<file path="config.mk">
export PLATFORM = sky130hd
export DESIGN_NAME = sram_req_arbiter
export DESIGN_NICKNAME = d
export VERILOG_FILES = /design/src/rtl/sram_req_arbiter.sv
export SDC_FILE = /design/constraint.sdc
export NUM_CORES = 1
export LEC_CHECK = 0
export BUFFER_PORTS_ARGS = -buffer_cell sky130_fd_sc_hd__buf_2
export CAP_MARGIN = 5
export CELL_PAD_IN_SITES_DETAIL_PLACEMENT = 0
export CELL_PAD_IN_SITES_GLOBAL_PLACEMENT = 1
export CORE_AREA = 5 5 123 125
export DETAILED_ROUTE_END_ITERATION = 6
export DIE_AREA = 0 0 128 130
export PLACE_DENSITY_LB_ADDON = 0.1
export SYNTH_ARGS = -nofsm -noshare
export SYNTH_HDL_FRONTEND = slang
export SYNTH_SLANG_ARGS = --single-unit
</file>
<file path="constraint.sdc">
create_clock -name clk -period 4.3 [get_ports clk]
set_clock_uncertainty 0.15 [all_clocks]
set_input_delay 0.645 -clock clk [delete_from_list [all_inputs] [get_ports clk]]
set_output_delay 0.645 -clock clk [all_outputs]
set_load 0.01 [all_outputs]
</file>
<file path="src/rtl/sram_req_arbiter.sv">
// Two-requester sram-like arbiter (inst/data) onto one master port, with an
// in-order outstanding-transaction FIFO that routes responses back to the issuer.
module sram_req_arbiter #(
    parameter int OT_DEPTH   = 4,
    parameter int STARVE_LIM = 4
) (
    input  logic                       clk,
    input  logic                       reset,

    input  logic                       inst_req,
    input  logic                       inst_wr,
    input  logic [1:0]                 inst_size,
    input  logic [31:0]                inst_addr,
    input  logic [3:0]                 inst_wstrb,
    input  logic [31:0]                inst_wdata,
    output logic                       inst_addr_ok,
    output logic                       inst_data_ok,
    output logic [31:0]                inst_rdata,

    input  logic                       data_req,
    input  logic                       data_wr,
    input  logic [1:0]                 data_size,
    input  logic [31:0]                data_addr,
    input  logic [3:0]                 data_wstrb,
    input  logic [31:0]                data_wdata,
    output logic                       data_addr_ok,
    output logic                       data_data_ok,
    output logic [31:0]                data_rdata,

    output logic                       m_req,
    output logic                       m_wr,
    output logic [1:0]                 m_size,
    output logic [31:0]                m_addr,
    output logic [3:0]                 m_wstrb,
    output logic [31:0]                m_wdata,
    input  logic                       m_addr_ok,
    input  logic                       m_data_ok,
    input  logic [31:0]                m_rdata,

    output logic                       resp_err,
    output logic [1:0]                 dbg_state,
    output logic [$clog2(OT_DEPTH):0]  dbg_count
);
    localparam int PW = $clog2(OT_DEPTH);
    localparam int CW = PW + 1;
    localparam int SW = $clog2(STARVE_LIM + 1);

    typedef enum logic [1:0] {
        ARB_IDLE = 2'd0,
        ARB_INST = 2'd1,
        ARB_DATA = 2'd2
    } arb_state_t;

    arb_state_t     state;
    logic [PW-1:0]  wr_ptr;
    logic [PW-1:0]  rd_ptr;
    logic [CW-1:0]  count;
    logic [SW-1:0]  streak;
    logic           order_q [OT_DEPTH];   // 0 = inst, 1 = data

    logic grant_data;
    logic req_any;
    logic full;
    logic empty;
    logic starve_hit;
    logic push;
    logic pop;
    logic head;

    assign full       = (count == CW'(OT_DEPTH));
    assign empty      = (count == '0);
    assign starve_hit = (streak == SW'(STARVE_LIM));

    // A locked state keeps the address phase stable until the slave accepts it.
    always_comb begin
        grant_data = 1'b0;
        req_any    = 1'b0;
        case (state)
            ARB_INST: begin
                grant_data = 1'b0;
                req_any    = 1'b1;
            end
            ARB_DATA: begin
                grant_data = 1'b1;
                req_any    = 1'b1;
            end
            default: begin
                grant_data = data_req & (~inst_req | ~starve_hit);
                req_any    = (inst_req | data_req) & ~full;
            end
        endcase
    end

    assign m_req   = req_any & ~reset;
    assign m_wr    = m_req & (grant_data ? data_wr : inst_wr);
    assign m_size  = m_req ? (grant_data ? data_size  : inst_size)  : '0;
    assign m_addr  = m_req ? (grant_data ? data_addr  : inst_addr)  : '0;
    assign m_wstrb = m_req ? (grant_data ? data_wstrb : inst_wstrb) : '0;
    assign m_wdata = m_req ? (grant_data ? data_wdata : inst_wdata) : '0;

    assign push = m_req & m_addr_ok;
    assign pop  = m_data_ok & ~empty & ~reset;
    assign head = order_q[rd_ptr];

    assign inst_addr_ok = push & ~grant_data;
    assign data_addr_ok = push & grant_data;
    assign inst_data_ok = pop & ~head;
    assign data_data_ok = pop & head;
    assign inst_rdata   = m_rdata;
    assign data_rdata   = m_rdata;

    assign dbg_state = state;
    assign dbg_count = count;

    always_ff @(posedge clk) begin
        if (reset) begin
            state    <= ARB_IDLE;
            wr_ptr   <= '0;
            rd_ptr   <= '0;
            count    <= '0;
            streak   <= '0;
            resp_err <= 1'b0;
        end else begin
            case (state)
                ARB_IDLE: if (m_req && !m_addr_ok) state <= grant_data ? ARB_DATA : ARB_INST;
                ARB_INST, ARB_DATA: if (m_addr_ok) state <= ARB_IDLE;
                default: state <= ARB_IDLE;
            endcase

            if (push) begin
                order_q[wr_ptr] <= grant_data;
                wr_ptr          <= wr_ptr + PW'(1);
            end
            if (pop) rd_ptr <= rd_ptr + PW'(1);

            if (push && !pop)      count <= count + CW'(1);
            else if (pop && !push) count <= count - CW'(1);

            // Streak counts data wins that actually made inst wait.
            if (push) begin
                if (!grant_data)                           streak <= '0;
                else if (inst_req && !starve_hit)          streak <= streak + SW'(1);
            end

            if (m_data_ok && empty) resp_err <= 1'b1;
        end
    end
endmodule

</file>
==> impl_metrics.prom <==
# TYPE chip_impl_metric gauge
chip_impl_info{name="setup.worst_path.class",value="flop to output port"} 1
chip_impl_metric{name="post_layout_nonfiller_instances",unit=""} 735
chip_impl_metric{name="die-height",unit="um"} 130
chip_impl_metric{name="fin_nets",unit=""} 746
chip_impl_info{name="endpoint",value="m_wdata[23]"} 1
chip_impl_metric{name="synth_enable_flop_cells",unit=""} 4
chip_impl_metric{name="die-area",unit="um^2"} 16600
chip_impl_metric{name="track_usage",unit=""} 0.121
chip_impl_metric{name="placement_rows",unit=""} 43
chip_impl_metric{name="cts-root-to-sink-buffers",unit=""} 2
chip_impl_metric{name="post_drt_via_cell_ratio",unit=""} 4.12
chip_impl_metric{name="drv_slew",unit=""} 0
chip_impl_metric{name="cts-htree-levels",unit=""} 1
chip_impl_info{name="setup.worst_path.start",value="dbg_state[1]"} 1
chip_impl_metric{name="clock-sinks",unit=""} 19
chip_impl_metric{name="place_inst",unit=""} 731
chip_impl_metric{name="gpl_congestion",unit=""} 0.896
chip_impl_info{name="ys.flop_type",value="sky130_fd_sc_hd__dfxtp_1"} 1
chip_impl_metric{name="detailed_place_hpwl",unit="mm"} 9.07
chip_impl_metric{name="synthesis.nets",unit=""} 598
chip_impl_metric{name="max_slew.worst_pin.slew",unit="ns"} 0.809
chip_impl_metric{name="drt_iter0_markers",unit=""} 88
chip_impl_metric{name="postRouteWirelength",unit="mm"} 11.4
chip_impl_metric{name="num_vias",unit=""} 3028
chip_impl_metric{name="power-per-cell-area",unit="nW/um^2"} 511
chip_impl_metric{name="post_drt_wl_per_cell",unit="um"} 15.5
chip_impl_metric{name="timing_hold_violations_final",unit=""} 0
chip_impl_metric{name="arrival",unit="ns"} 2.72
chip_impl_metric{name="relSlewSlack",unit=""} 0.461
chip_impl_metric{name="ff2ff_path_depth",unit=""} 11
chip_impl_metric{name="core-area",unit="um^2"} 13800
chip_impl_metric{name="setup_viol",unit=""} 0
chip_impl_info{name="reg_to_reg_critical_path_startpoint",value="dbg_state[1]"} 1
chip_impl_metric{name="grt_pass1_vias",unit=""} 3078
chip_impl_metric{name="worst-r2r-setup-slack",unit="ns"} 1.54
chip_impl_metric{name="synth.yosys.warnings",unit=""} 0
chip_impl_metric{name="boundaryPins",unit=""} 326
chip_impl_metric{name="largest_net_degree_at_the_start_of_global_routing",unit=""} 76
chip_impl_info{name="regToRegEndpoint",value="dbg_count[2]"} 1
chip_impl_info{name="root_buffer",value="sky130_fd_sc_hd__clkbuf_16"} 1
chip_impl_metric{name="antenna_violating_nets_post_route",unit=""} 0
chip_impl_info{name="timing.critical_path.from_type",value="flop"} 1
chip_impl_metric{name="detail_route.drc_violations",unit=""} 0
chip_impl_metric{name="final.min_clock_period",unit="ns"} 3.51
chip_impl_metric{name="synth_cells",unit=""} 408
chip_impl_info{name="crit_path_end_kind",value="output port"} 1
chip_impl_metric{name="gates_resized_cts_repair",unit=""} 0
chip_impl_metric{name="finalPower",unit="W"} 0.00176
chip_impl_metric{name="insertedDiodeCount",unit=""} 0
chip_impl_metric{name="fmax",unit="GHz"} 0.285
chip_impl_metric{name="final.period_utilization",unit=""} 0.817
chip_impl_metric{name="clkTransAtPathRegs",unit="ns"} 0.06
chip_impl_metric{name="proportion_of_synthesized_flip_flops_having_asynchronous_set_or_reset",unit=""} 0
chip_impl_metric{name="holdBufCountCts",unit=""} 0
chip_impl_info{name="setup_repair_after_global_routing_missed_its_margin",value="false"} 1
chip_impl_metric{name="grt_antenna_before_repair",unit=""} 0
chip_impl_metric{name="synth_area_per_cell",unit="um^2"} 6.24
chip_impl_metric{name="numCtsBuffers",unit=""} 3
chip_impl_metric{name="finalSetupTns",unit="ns"} 0
chip_impl_metric{name="global_route_wire_length_before_repair",unit="mm"} 16.3
chip_impl_metric{name="ys_ff_latch",unit=""} 19
chip_impl_info{name="tritoncts_clock_tree",value="yes"} 1
chip_impl_metric{name="cellLeakagePower",unit="nW"} 1.88
chip_impl_metric{name="grt_remaining_overflow",unit=""} 0
chip_impl_metric{name="syn-cell-area",unit="um^2"} 2540
chip_impl_metric{name="io_buffer_count",unit=""} 229
chip_impl_metric{name="synth_sequential_area_ratio",unit=""} 0.165
chip_impl_metric{name="worst-path-max-fanout",unit=""} 42
chip_impl_metric{name="drive_gt1_frac",unit=""} 0.452
chip_impl_metric{name="clk_latency",unit="ns"} 0.25
chip_impl_metric{name="vdd_drop_max",unit="uV"} 252
chip_impl_metric{name="worst_ep_required_time",unit="ns"} 3.50
chip_impl_metric{name="layout-area-overhead-vs-synth",unit="%"} 35.1
chip_impl_info{name="hold_path_class",value="flop to flop"} 1
chip_impl_metric{name="post_cts.repair.setup_buffers",unit=""} 0
chip_impl_metric{name="firstDrtPassIters",unit=""} 4
chip_impl_metric{name="die-width",unit="um"} 128
chip_impl_metric{name="yosysUniqueCellTypes",unit=""} 38
chip_impl_metric{name="start_util",unit=""} 0.185
chip_impl_info{name="status",value="finished clean"} 1
chip_impl_metric{name="max_cap_viols",unit=""} 0
worst max-delay path: stages (launching register included):
cell and delay [ns]:
sky130_fd_sc_hd__dfxtp_1 0.38, sky130_fd_sc_hd__inv_1 0.06, sky130_fd_sc_hd__ha_1 0.39, sky130_fd_sc_hd__nor4b_1 0.07, sky130_fd_sc_hd__or3_2 0.82, sky130_fd_sc_hd__buf_4 0.39
sky130_fd_sc_hd__a21oi_1 0.18, sky130_fd_sc_hd__buf_2 0.16
layout make-up:
| class | instances | area (um^2) |
|---|---|---|
| clock buffers | 4 | 78.8 |
| fillers | 1611 | 10300 |
| inverters | 13 | 53.8 |
| multi-input cells | 286 | 1470 |
| flip-flops and latches | 19 | 420 |
| well taps | 180 | 225 |
| repair buffers | 233 | 1190 |
Yosys cell counts, types with 2 or more instances:
cell	instances	area [um^2]
sky130_fd_sc_hd__xor2_1	2	17.5
sky130_fd_sc_hd__a21oi_1	76	380
sky130_fd_sc_hd__nor3_1	2	10.0
sky130_fd_sc_hd__ha_1	9	113
sky130_fd_sc_hd__nor2_1	11	41.3
sky130_fd_sc_hd__buf_4	65	488
sky130_fd_sc_hd__or3_1	4	25.0
sky130_fd_sc_hd__clkbuf_1	9	33.8
sky130_fd_sc_hd__xnor2_1	2	17.5
sky130_fd_sc_hd__o21ai_0	3	15.0
sky130_fd_sc_hd__buf_2	16	80.1
sky130_fd_sc_hd__dfxtp_1	15	300
sky130_fd_sc_hd__edfxtp_1	4	120
sky130_fd_sc_hd__nand3_1	2	10.0
sky130_fd_sc_hd__nand2_1	146	548
sky130_fd_sc_hd__mux2i_1	3	30.0
sky130_fd_sc_hd__and2_2	4	30.0
sky130_fd_sc_hd__nor2b_1	2	12.5
sky130_fd_sc_hd__inv_1	11	41.3
sky130_fd_sc_hd__nand2b_1	4	25.0
metal layers:
metal  wire, um  part of all wire  vias to the layer above  global-route usage
met5          0                 0                        -                   0
met4        135             0.012                        0              0.0212
met3       1270              0.11                       14              0.0401
met2       5530              0.49                      177               0.222
met1       4440              0.39                     1295               0.138
li1           -                 -                     1542                   -
layout by cell type (no fill, tap or decap), types with 2 or more instances in the layout:
cell type,count
sky130_fd_sc_hd__a21oi_1,76
sky130_fd_sc_hd__and2_2,4
sky130_fd_sc_hd__buf_2,229
sky130_fd_sc_hd__buf_4,3
sky130_fd_sc_hd__clkbuf_16,3
sky130_fd_sc_hd__dfxtp_1,15
sky130_fd_sc_hd__edfxtp_1,4
sky130_fd_sc_hd__ha_1,9
sky130_fd_sc_hd__inv_1,11
sky130_fd_sc_hd__mux2i_1,3
sky130_fd_sc_hd__nand2_1,146
sky130_fd_sc_hd__nand2b_1,4
sky130_fd_sc_hd__nand3_1,2
sky130_fd_sc_hd__nor2_1,11
sky130_fd_sc_hd__nor2b_1,2
sky130_fd_sc_hd__nor3_1,2
sky130_fd_sc_hd__o21ai_0,3
sky130_fd_sc_hd__or3_1,3
sky130_fd_sc_hd__xnor2_1,2
sky130_fd_sc_hd__xor2_1,2
through the flow:
stage,hold WS (ns),util,instance area (um^2),worst slack [ns]
6_report,0.323,0.250,3440,0.788
5_1_grt,0.356,0.250,3440,0.537
4_1_cts,0.330,0.250,3440,0.707
3_5_place_dp,0.313,0.244,3360,0.978
3_3_place_gp,0.299,0.244,3360,1.01
2_1_floorplan,0.309,-,2540,1.69
report_power, final:
group          switching (W)  internal [W]
Sequential         0.0000457      0.000226
Combinational       0.000813      0.000481
Clock              0.0000656      0.000126
Total               0.000924      0.000834
logic make-up after synthesis:
group,Yosys count,synth area share
multiplexers,4,0.0206
XOR/XNOR,4,0.0138
adder cells (fa/ha/maj),10,0.0521
buffers and inverters,103,0.258
AO/OA/AOI/OAI,86,0.185
AND/OR/NAND/NOR,182,0.305
flip-flops,19,0.165
how the worst min path moves through the flow:
stage | cells after the start | startpoint | to
after global placement | 2 | resp_err | resp_err
after global routing | 2 | resp_err | resp_err
after floorplan | 2 | rd_ptr[1] | flop
after detailed placement | 2 | resp_err | resp_err
final | 2 | resp_err | resp_err
after CTS | 2 | resp_err | resp_err
No activity file was read; power rests on OpenSTA's default activity.
